`src/rtl/serial_pkg.sv`:
```
// Shared types and sizing helpers for the serial shifter.
package serial_pkg;

    // Transfer sequencing states.
    typedef enum logic [1:0] {
        ST_IDLE  = 2'd0,
        ST_LEAD  = 2'd1,
        ST_XFER  = 2'd2,
        ST_TRAIL = 2'd3
    } state_e;

    // Width of the SCLK edge counter: enough to index 2*width edges.
    function automatic int unsigned edge_cnt_w(input int unsigned width);
        return $clog2(2 * width);
    endfunction

endpackage

```
`src/rtl/serial_shifter_tick_gen.sv`:
```
// Half-period tick generator: one-cycle tick every div_in+1 cycles,
// restarted from zero while restart_in is high.
module tick_gen #(
    parameter int unsigned DIV_W = 8
) (
    input  logic             clk_in,
    input  logic             rst_n_in,
    input  logic             restart_in,
    input  logic [DIV_W-1:0] div_in,
    output logic             tick_out
);

    logic [DIV_W-1:0] cnt_q;
    logic [DIV_W-1:0] cnt_d;

    // Tick on terminal count; equality compare means div_in at max never wraps early.
    always_comb begin
        tick_out = (cnt_q == div_in);
        cnt_d    = cnt_q + DIV_W'(1);
        if (restart_in || tick_out) begin
            cnt_d = '0;
        end
    end

    // Counter register.
    always_ff @(posedge clk_in) begin
        if (!rst_n_in) begin
            cnt_q <= '0;
        end else begin
            cnt_q <= cnt_d;
        end
    end

endmodule

```
`src/rtl/serial_shifter.sv`:
```
// SPI-style serial shifter: one WIDTH-bit full-duplex transfer per start,
// configurable clock divider, CPOL/CPHA and bit order.
module serial_shifter
    import serial_pkg::*;
#(
    parameter int unsigned WIDTH = 8,
    parameter int unsigned DIV_W = 8
) (
    input  logic             clk_in,
    input  logic             rst_n_in,
    input  logic [DIV_W-1:0] div_in,
    input  logic             cpol_in,
    input  logic             cpha_in,
    input  logic             lsb_first_in,
    input  logic [WIDTH-1:0] data_in,
    input  logic             start_in,
    output logic             ready_out,
    output logic             done_out,
    output logic [WIDTH-1:0] data_out,
    output logic             sclk_out,
    output logic             mosi_out,
    input  logic             miso_in,
    output logic             cs_n_out
);

    localparam int unsigned EDGE_W = edge_cnt_w(WIDTH);
    localparam logic [EDGE_W-1:0] LAST_EDGE = EDGE_W'(2 * WIDTH - 1);

    state_e            state_q, state_d;
    logic [EDGE_W-1:0] edge_q, edge_d;
    logic [DIV_W-1:0]  div_q, div_d;
    logic              cpol_q, cpol_d;
    logic              cpha_q, cpha_d;
    logic              lsb_q, lsb_d;
    logic [WIDTH-1:0]  tx_q, tx_d;
    logic [WIDTH-1:0]  rx_q, rx_d;
    logic [WIDTH-1:0]  data_q, data_d;
    logic              mosi_q, mosi_d;
    logic              sclk_q, sclk_d;
    logic              done_q, done_d;

    logic tick;
    logic tick_restart;
    logic lead_edge;
    logic last_edge;
    logic sample_en;
    logic shift_en;

    assign tick_restart = (state_q == ST_IDLE);

    tick_gen #(
        .DIV_W(DIV_W)
    ) u_tick_gen (
        .clk_in    (clk_in),
        .rst_n_in  (rst_n_in),
        .restart_in(tick_restart),
        .div_in    (div_q),
        .tick_out  (tick)
    );

    // Next-state logic: sequencing, SCLK edges, shift/sample control.
    always_comb begin
        state_d   = state_q;
        edge_d    = edge_q;
        div_d     = div_q;
        cpol_d    = cpol_q;
        cpha_d    = cpha_q;
        lsb_d     = lsb_q;
        tx_d      = tx_q;
        rx_d      = rx_q;
        data_d    = data_q;
        mosi_d    = mosi_q;
        sclk_d    = sclk_q;
        done_d    = 1'b0;
        sample_en = 1'b0;
        shift_en  = 1'b0;
        lead_edge = ~edge_q[0];
        last_edge = (edge_q == LAST_EDGE);

        case (state_q)
            ST_IDLE: begin
                if (start_in) begin
                    state_d = ST_LEAD;
                    div_d   = div_in;
                    cpol_d  = cpol_in;
                    cpha_d  = cpha_in;
                    lsb_d   = lsb_first_in;
                    sclk_d  = cpol_in;
                    edge_d  = '0;
                    rx_d    = '0;
                    // CPHA=0 must have the first bit valid before the first leading edge.
                    if (cpha_in) begin
                        tx_d = data_in;
                    end else begin
                        mosi_d = lsb_first_in ? data_in[0] : data_in[WIDTH-1];
                        tx_d   = lsb_first_in ? (data_in >> 1) : (data_in << 1);
                    end
                end
            end
            ST_LEAD: begin
                if (tick) begin
                    state_d = ST_XFER;
                end
            end
            ST_XFER: begin
                if (tick) begin
                    sclk_d    = ~sclk_q;
                    edge_d    = edge_q + EDGE_W'(1);
                    sample_en = cpha_q ? ~lead_edge : lead_edge;
                    shift_en  = cpha_q ? lead_edge : (~lead_edge & ~last_edge);
                    if (last_edge) begin
                        state_d = ST_TRAIL;
                        edge_d  = '0;
                    end
                end
            end
            ST_TRAIL: begin
                if (tick) begin
                    state_d = ST_IDLE;
                    done_d  = 1'b1;
                    data_d  = rx_q;
                end
            end
            default: begin
                state_d = ST_IDLE;
            end
        endcase

        if (sample_en) begin
            rx_d = lsb_q ? {miso_in, rx_q[WIDTH-1:1]} : {rx_q[WIDTH-2:0], miso_in};
        end
        if (shift_en) begin
            mosi_d = lsb_q ? tx_q[0] : tx_q[WIDTH-1];
            tx_d   = lsb_q ? (tx_q >> 1) : (tx_q << 1);
        end
    end

    // State and datapath registers.
    always_ff @(posedge clk_in) begin
        if (!rst_n_in) begin
            state_q <= ST_IDLE;
            edge_q  <= '0;
            div_q   <= '0;
            cpol_q  <= 1'b0;
            cpha_q  <= 1'b0;
            lsb_q   <= 1'b0;
            tx_q    <= '0;
            rx_q    <= '0;
            data_q  <= '0;
            mosi_q  <= 1'b0;
            sclk_q  <= 1'b0;
            done_q  <= 1'b0;
        end else begin
            state_q <= state_d;
            edge_q  <= edge_d;
            div_q   <= div_d;
            cpol_q  <= cpol_d;
            cpha_q  <= cpha_d;
            lsb_q   <= lsb_d;
            tx_q    <= tx_d;
            rx_q    <= rx_d;
            data_q  <= data_d;
            mosi_q  <= mosi_d;
            sclk_q  <= sclk_d;
            done_q  <= done_d;
        end
    end

    assign ready_out = (state_q == ST_IDLE);
    assign cs_n_out  = (state_q == ST_IDLE);
    assign done_out  = done_q;
    assign data_out  = data_q;
    assign sclk_out  = sclk_q;
    assign mosi_out  = mosi_q;

endmodule

```
`config.mk`:
```
export PLATFORM = sky130hd
export DESIGN_NAME = serial_shifter
export DESIGN_NICKNAME = d
export VERILOG_FILES = /design/src/rtl/serial_pkg.sv /design/src/rtl/serial_shifter_tick_gen.sv /design/src/rtl/serial_shifter.sv
export SDC_FILE = /design/constraint.sdc
export NUM_CORES = 1
export LEC_CHECK = 0
export CAP_MARGIN = 10
export CORE_AREA = 2 2 92 94
export CTS_BUF_LIST = sky130_fd_sc_hd__clkbuf_4
export CTS_CLUSTER_DIAMETER = 150
export DETAILED_ROUTE_END_ITERATION = 10
export DIE_AREA = 0 0 94 96
export GPL_TIMING_DRIVEN = 0
export MAX_ROUTING_LAYER = met4
export PLACE_DENSITY = 0.63
export SLEW_MARGIN = 20
export SYNTH_ARGS = -nofsm -noshare
export SYNTH_HDL_FRONTEND = slang
export SYNTH_HIERARCHICAL = 1
export SYNTH_SLANG_ARGS = --single-unit
```
`constraint.sdc`:
```
create_clock -name clk_in -period 2.7 [get_ports clk_in]
set_clock_uncertainty 0.2 [all_clocks]
set_input_delay 0.405 -clock clk_in [delete_from_list [all_inputs] [get_ports clk_in]]
set_output_delay 0.405 -clock clk_in [all_outputs]
set_load 0.01 [all_outputs]
```
==> results of run 1 <==
==> layout make-up <==
type / count / area, um2
plain buffers: 21 / 114
clock buffers: 6 / 45.0
clock inverters: 2 / 7.51
fillers: 853 / 4800
inverters: 4 / 15.0
multi-input cells: 240 / 1580
flip-flops and latches: 51 / 1020
well taps: 105 / 131
repair buffers: 33 / 330
==> stage by stage <==
stage               cells  util (%)  instance area (um2)
detailed placement    454      39.7                 3190
CTS                   462      40.3                 3250
global route          462      40.3                 3250
floorplan             316         -                 2730
finish                462      40.3                 3250
global placement      454      39.7                 3190
==> worst register-to-register path, cell delays in order, from the launching register on <==
cell,delay (ns)
dfxtp_1,0.37
xor2_1,0.19
nor4_4,0.55
and2_1,0.22
clkbuf_8,0.16
nand2_2,0.09
nor3b_4,0.40
nand2_1,0.08
and3_1,0.18
==> metal layers <==
metal | global-route usage [%] | vias to the layer above | routed length (um) | share of wire (%)
met5 | - | - | 0 | 0
met4 | 4.35 | 0 | 60 | 1.0
met3 | 1.88 | 5 | 111 | 1.9
met2 | 24.5 | 16 | 2900 | 49
met1 | 18.6 | 1108 | 2870 | 48
li1 | - | 1199 | - | -
==> path summary, 6_finish.rpt <==
path	start	end
min	lsb_first_in	lsb_q
max	u_tick_gen/cnt_q[6]	mosi_out
min reg2reg	data_out[4]	data_out[4]
max reg2reg	u_tick_gen/cnt_q[6]	mosi_out
==> cells in the mapped netlist (2+ instances only) <==
| cell | number |
|---|---|
| a211oi_1 | 5 |
| a21boi_0 | 26 |
| a21oi_1 | 13 |
| a221oi_1 | 4 |
| and2_1 | 3 |
| and3_1 | 2 |
| buf_2 | 5 |
| buf_4 | 2 |
| clkbuf_1 | 10 |
| clkbuf_8 | 2 |
| dfxtp_1 | 51 |
| ha_1 | 6 |
| inv_1 | 4 |
| mux2_2 | 14 |
| mux2i_1 | 9 |
| nand2_1 | 61 |
| nand2b_1 | 4 |
| nand3_1 | 23 |
| nand4_1 | 2 |
| nand4b_1 | 2 |
| nor2_1 | 3 |
| nor2b_1 | 4 |
| nor4_4 | 2 |
| o211a_1 | 2 |
| o21ai_0 | 21 |
| or3_1 | 4 |
| xnor2_1 | 2 |
| xor2_1 | 11 |
==> cells by family (layout without fill, tap and decap cells) <==
kind of cell | Yosys count | count (layout) | synth area share, %
multiplexers | 23 | 23 | 9.07
adder cells (fa/ha/maj) | 6 | 6 | 2.75
AO/OA/AOI/OAI | 82 | 82 | 20.0
AND/OR/NAND/NOR | 116 | 116 | 21.9
flip-flops | 51 | 51 | 37.4
buffers and inverters | 25 | 66 | 4.72
XOR/XNOR | 13 | 13 | 4.17
==> flip-flops by register name (all words and copies together), names as in the netlist <==
signal            flops
cpha_q                1
data_out              8
div_q                 8
done_out              1
edge_q                4
lsb_q                 1
mosi_out              1
rx_q                  8
sclk_out              1
state_q               2
tx_q                  8
u_tick_gen/cnt_q      8
==> timing repair <==
action	CTS	global route
endpoints found under the setup margin	0	8
resized for setup	0	1
hold buffers	0	0
==> report_power, final <==
part	internal (mW)	total (mW)	switching, mW
Combinational	0.339	0.796	0.457
Sequential	0.837	0.908	0.0710
Clock	0.107	0.341	0.233
Total	1.28	2.04	0.761
==> results.tsv, run 1 <==
stage	metric	value	unit
sta	Final Critical Period	2.52	ns
die	die height	96	um
yosys	synthesis-stage register bit count	51	
setup_path	Req. time, crit path	2.78	ns
cts	clock sink count	51	
die	die area	9020	um2
setup_path	CP delay by family, top	simple AND/OR/NAND/NOR gates	
sta	Final period util	93.3	%
grt	vias in the first global route	2283	
grt	first-pass GRT wire length	10400	um
layout	Layout Nets	385	
yosys	Net Count, Synth	345	
layout	most frequent cells in the layout	nand2_1 (61), dfxtp_1 (51), clkdlybuf4s50_1 (33)	
hold_path	Hold Crit Class	primary input to flip-flop	
pwr	worst vdd ir	0.232	mV
yosys	synth top area cells	dfxtp_1 (37%), nand2_1 (8.4%), a21boi_0 (7.1%)	
layout	n_diodes	0	
setup_path	CP Cell Sequence	xor2_1 -> nor4_4 -> and2_1 -> clkbuf_8 -> nand2_2 -> nor3b_4 -> nand2_1 -> and3_1	
setup_path	R2R setup slack	0.18	ns
yosys	syn_area_per_cell	8.64	um2
sta	Slew headroom	64.4	%
die	Core ar.	8050	um2
sta	Setup TNS	0	ns
cts	CTS root buffer	clkbuf_4	
yosys	Cells after Synth	316	
yosys	asr flop ratio synth	0	%
cts	Setup Fix Bufs, Post-CTS	0	
yosys	Netlist cell types	47	
setup_path	Reg2Reg Depth	8	
place	Place WS	0.138	ns
yosys	share of Yosys cell area claimed by the top area cell type	37.4	%
cts	Longest Clk Path Bufs	2	
layout	Syn-to-layout area delta	18.9	%
pwr	Power Total	2.04	mW
die	Starting Density	33.9	%
job	max_cap viols	0	
setup_path	Setup crit start kind	flip-flop	
yosys	Synth Flop Type	dfxtp_1	
route	DR vias/cell	5.04	
setup_path	stages on the worst setup path	8	
grt	pin count of the biggest net entering global routing	15	
route	routed length per instance	12.9	um
sta	RSZ-0062 raised after global routing	no	
layout	share of cells above drive strength 1	10.6	%
route	DR pass1 iterations	4	
setup_path	critical setup path kind	flip-flop to flip-flop	
pwr	Leak	1.19	nW
die	Die W	94	um
sta	Max Fclk	397	MHz
pwr	Pwr Density	629	nW/um2
yosys	Synth area leader	dfxtp_1	
hold_path	Hold Crit Depth	3	
cts	TritonCTS Buffers	5	
grt	aggregate global-route resource usage	14.6	%
sta	Max Slew Vio Count	0	
sta	final setup vio count	0	
grt	initial antenna violation count	0	
die	site row count	33	
setup_path	critical path fanouts, max	9	
yosys	Post-synth EDFFs	0	
place	Placer Congestion	0.835	
setup_path	CP Data Arrival Time	2.60	ns
setup_path	CP endpoint kind	flip-flop	
route	Detailed Route Iter0 Violations	98	
route	DR DRC count	0	
place	dpl hpwl	4420	um
yosys	Ys Warns	6	
status	run status	finished clean	
route	Total Wirelength	5950	um
sta	slew of the pin with the lowest slew margin	0.530	ns
grt	total gr overflow	0	
die	Top Ports	36	
sta	Hold Violations, Final	0	
cts	CTS tree	built	
cts	htree depth	2	
cts	clock-pin slew on the worst setup and hold paths	0.14	ns
setup_path	CP peak stage delay	0.55	ns
setup_path	slowest CP cell	nor4_4	
yosys	mapped cell area	2730	um2
setup_path	Buf+Inv Stages, Crit Path	1	
route	ANT nets after route	0	
route	via count	2328	
layout	commonest non-fill, non-tap cell in the layout	nand2_1	
place	IO Port Bufs	33	
sta	final setup margin	0.181	ns
yosys	register area share after synthesis	37.4	%
sta	Min Hold Slack	0.202	ns
cts	clk_lat worst skew	0.36	ns
Note: power is estimated with default switching activity, not from simulation.
==> run 2: changes to the inputs <==
--- a/config.mk
+++ b/config.mk
@@ -13,7 +13,6 @@
 export DIE_AREA = 0 0 94 96
 export GPL_TIMING_DRIVEN = 0
 export MAX_ROUTING_LAYER = met4
-export PLACE_DENSITY = 0.63
 export SLEW_MARGIN = 20
 export SYNTH_ARGS = -nofsm -noshare
 export SYNTH_HDL_FRONTEND = slang
==> results.tsv, run 2 (synthesized netlist as in run 1, its figures left out) <==
stage	metric	value	unit
status	run status	finished clean	
cts	TritonCTS Buffers	5	
grt	pin count of the biggest net entering global routing	17	
grt	initial antenna violation count	0	
layout	most frequent cells in the layout	nand2_1 (61), dfxtp_1 (51), clkdlybuf4s50_1 (33)	
cts	htree depth	2	
cts	hold_buf cts	0	
place	Placement Cell Area	3190	um2
layout	Layout Nets	385	
sta	Final period util	94.1	%
setup_path	Req. time, crit path	2.79	ns
setup_path	R2R setup slack	0.16	ns
setup_path	CP Data Arrival Time	2.63	ns
place	dpl hpwl	4590	um
sta	RSZ-0062 raised after global routing	yes	
layout	Final Core Density	40.4	%
grt	aggregate global-route resource usage	15.2	%
grt	total gr overflow	0	
route	ANT nets after route	0	
cts	CTS root buffer	clkbuf_4	
route	routed length per instance	13.6	um
layout	area of all placed cells without fillers	3250	um2
die	die height	96	um
cts	clk_lat worst skew	0.38	ns
setup_path	Setup crit start kind	flip-flop	
cts	post_cts resized	0	
grt	vias in the first global route	2283	
place	Placer Congestion	0.812	
sta	slew of the pin with the lowest slew margin	0.550	ns
grt	first-pass GRT wire length	10600	um
cts	clock sink count	51	
pwr	Leak	1.19	nW
job	max_cap viols	0	
hold_path	Hold Crit Depth	3	
hold_path	Hold Path Origin	lsb_first_in	
sta	Slew headroom	63.3	%
layout	commonest non-fill, non-tap cell in the layout	nand2_1	
die	Die W	94	um
cts	Setup Fix Bufs, Post-CTS	0	
setup_path	CP endpoint kind	flip-flop	
route	DR pass1 iterations	4	
die	Starting Density	33.9	%
die	die area	9020	um2
cts	clock-pin slew on the worst setup and hold paths	0.15	ns
route	Detailed Route Iter0 Violations	85	
cts	Longest Clk Path Bufs	2	
sta	final setup vio count	0	
pwr	worst vdd ir	0.320	mV
sta	Hold Violations, Final	0	
layout	n_diodes	0	
die	Top Ports	36	
setup_path	Reg2Reg Depth	8	
die	site row count	33	
sta	Min Hold Slack	0.200	ns
setup_path	R2R Path End	mosi_out	
route	via count	2325	
setup_path	critical setup path kind	flip-flop to flip-flop	
pwr	Power Total	2.06	mW
cts	CTS tree	built	
route	DR vias/cell	5.03	
hold_path	hold path endpoint	lsb_q	
pwr	Pwr Density	633	nW/um2
setup_path	critical path fanouts, max	9	
die	Core ar.	8050	um2
route	Total Wirelength	6280	um
setup_path	R2R Path Start	u_tick_gen/cnt_q[4]	
sta	Final Critical Period	2.54	ns
layout	Syn-to-layout area delta	19.1	%
layout	share of cells above drive strength 1	10.9	%
place	IO Port Bufs	33	
sta	Max Slew Vio Count	0	
hold_path	Hold Crit Class	primary input to flip-flop	
route	DR DRC count	0	
sta	Max Fclk	394	MHz
-- run 2: power by group --
part / total (mW) / switching (mW) / leakage (nW) / internal (mW)
combinational: 0.799 / 0.461 / 0.745 / 0.338
sequential: 0.909 / 0.0716 / 0.414 / 0.837
clock: 0.353 / 0.253 / 0.0288 / 0.101
-- run 2: critical path, cell delays in order (launching register included) --
cell and delay (ns):
dfxtp_1 0.39, xor2_1 0.20, nor4_4 0.50, and2_1 0.21, clkbuf_8 0.16, nand2_2 0.09
nor3b_4 0.39, nand2_1 0.10, and3_1 0.20
-- run 2: layer usage --
metal | up-vias | wire [um] | GRT usage, %
li1 | 1198 | - | -
met1 | 1091 | 3200 | 20.0
met2 | 32 | 2830 | 23.5
met3 | 4 | 195 | 3.60
met4 | 0 | 54 | 4.47
met5 | - | 0 | -
-- run 2: worst max-delay path by stage --
stage	start	end	slack [ns]	depth (start not counted)
finish	u_tick_gen/cnt_q[4]	mosi_out	0.16	8
global route	u_tick_gen/cnt_q[3]	mosi_out	-0.001	8
CTS	u_tick_gen/cnt_q[4]	mosi_out	0.16	8
detailed placement	u_tick_gen/cnt_q[4]	rx_q[6]	0.19	8
global placement	u_tick_gen/cnt_q[4]	rx_q[0]	0.20	8
floorplan	u_tick_gen/cnt_q[4]	mosi_out	0.50	8
-- run 2: layout make-up --
type	count	area, um2
well taps	105	131
repair buffers	33	330
multi-input cells	240	1580
clock inverters	3	20.0
inverters	4	15.0
plain buffers	21	114
fillers	835	4800
clock buffers	5	37.5
flip-flops and latches	51	1020
-- run 2: per-stage QoR --
| stage | TNS, ns | setup WS, ns | instances |
|---|---|---|---|
| 2_1_floorplan | 0 | 0.496 | 316 |
| 3_3_place_gp | 0 | 0.198 | 454 |
| 3_5_place_dp | 0 | 0.192 | 454 |
| 4_1_cts | 0 | 0.158 | 462 |
| 5_1_grt | -0.00140 | -0.00140 | 462 |
| 6_report | 0 | 0.160 | 462 |
==> run 3: changes to the inputs <==
--- a/config.mk
+++ b/config.mk
@@ -8,7 +8,6 @@
 export CAP_MARGIN = 10
 export CORE_AREA = 2 2 92 94
 export CTS_BUF_LIST = sky130_fd_sc_hd__clkbuf_4
-export CTS_CLUSTER_DIAMETER = 150
 export DETAILED_ROUTE_END_ITERATION = 10
 export DIE_AREA = 0 0 94 96
 export GPL_TIMING_DRIVEN = 0
==> results of run 3 <==
No change in the layout: final DEF, timing and power equal those of run 2.
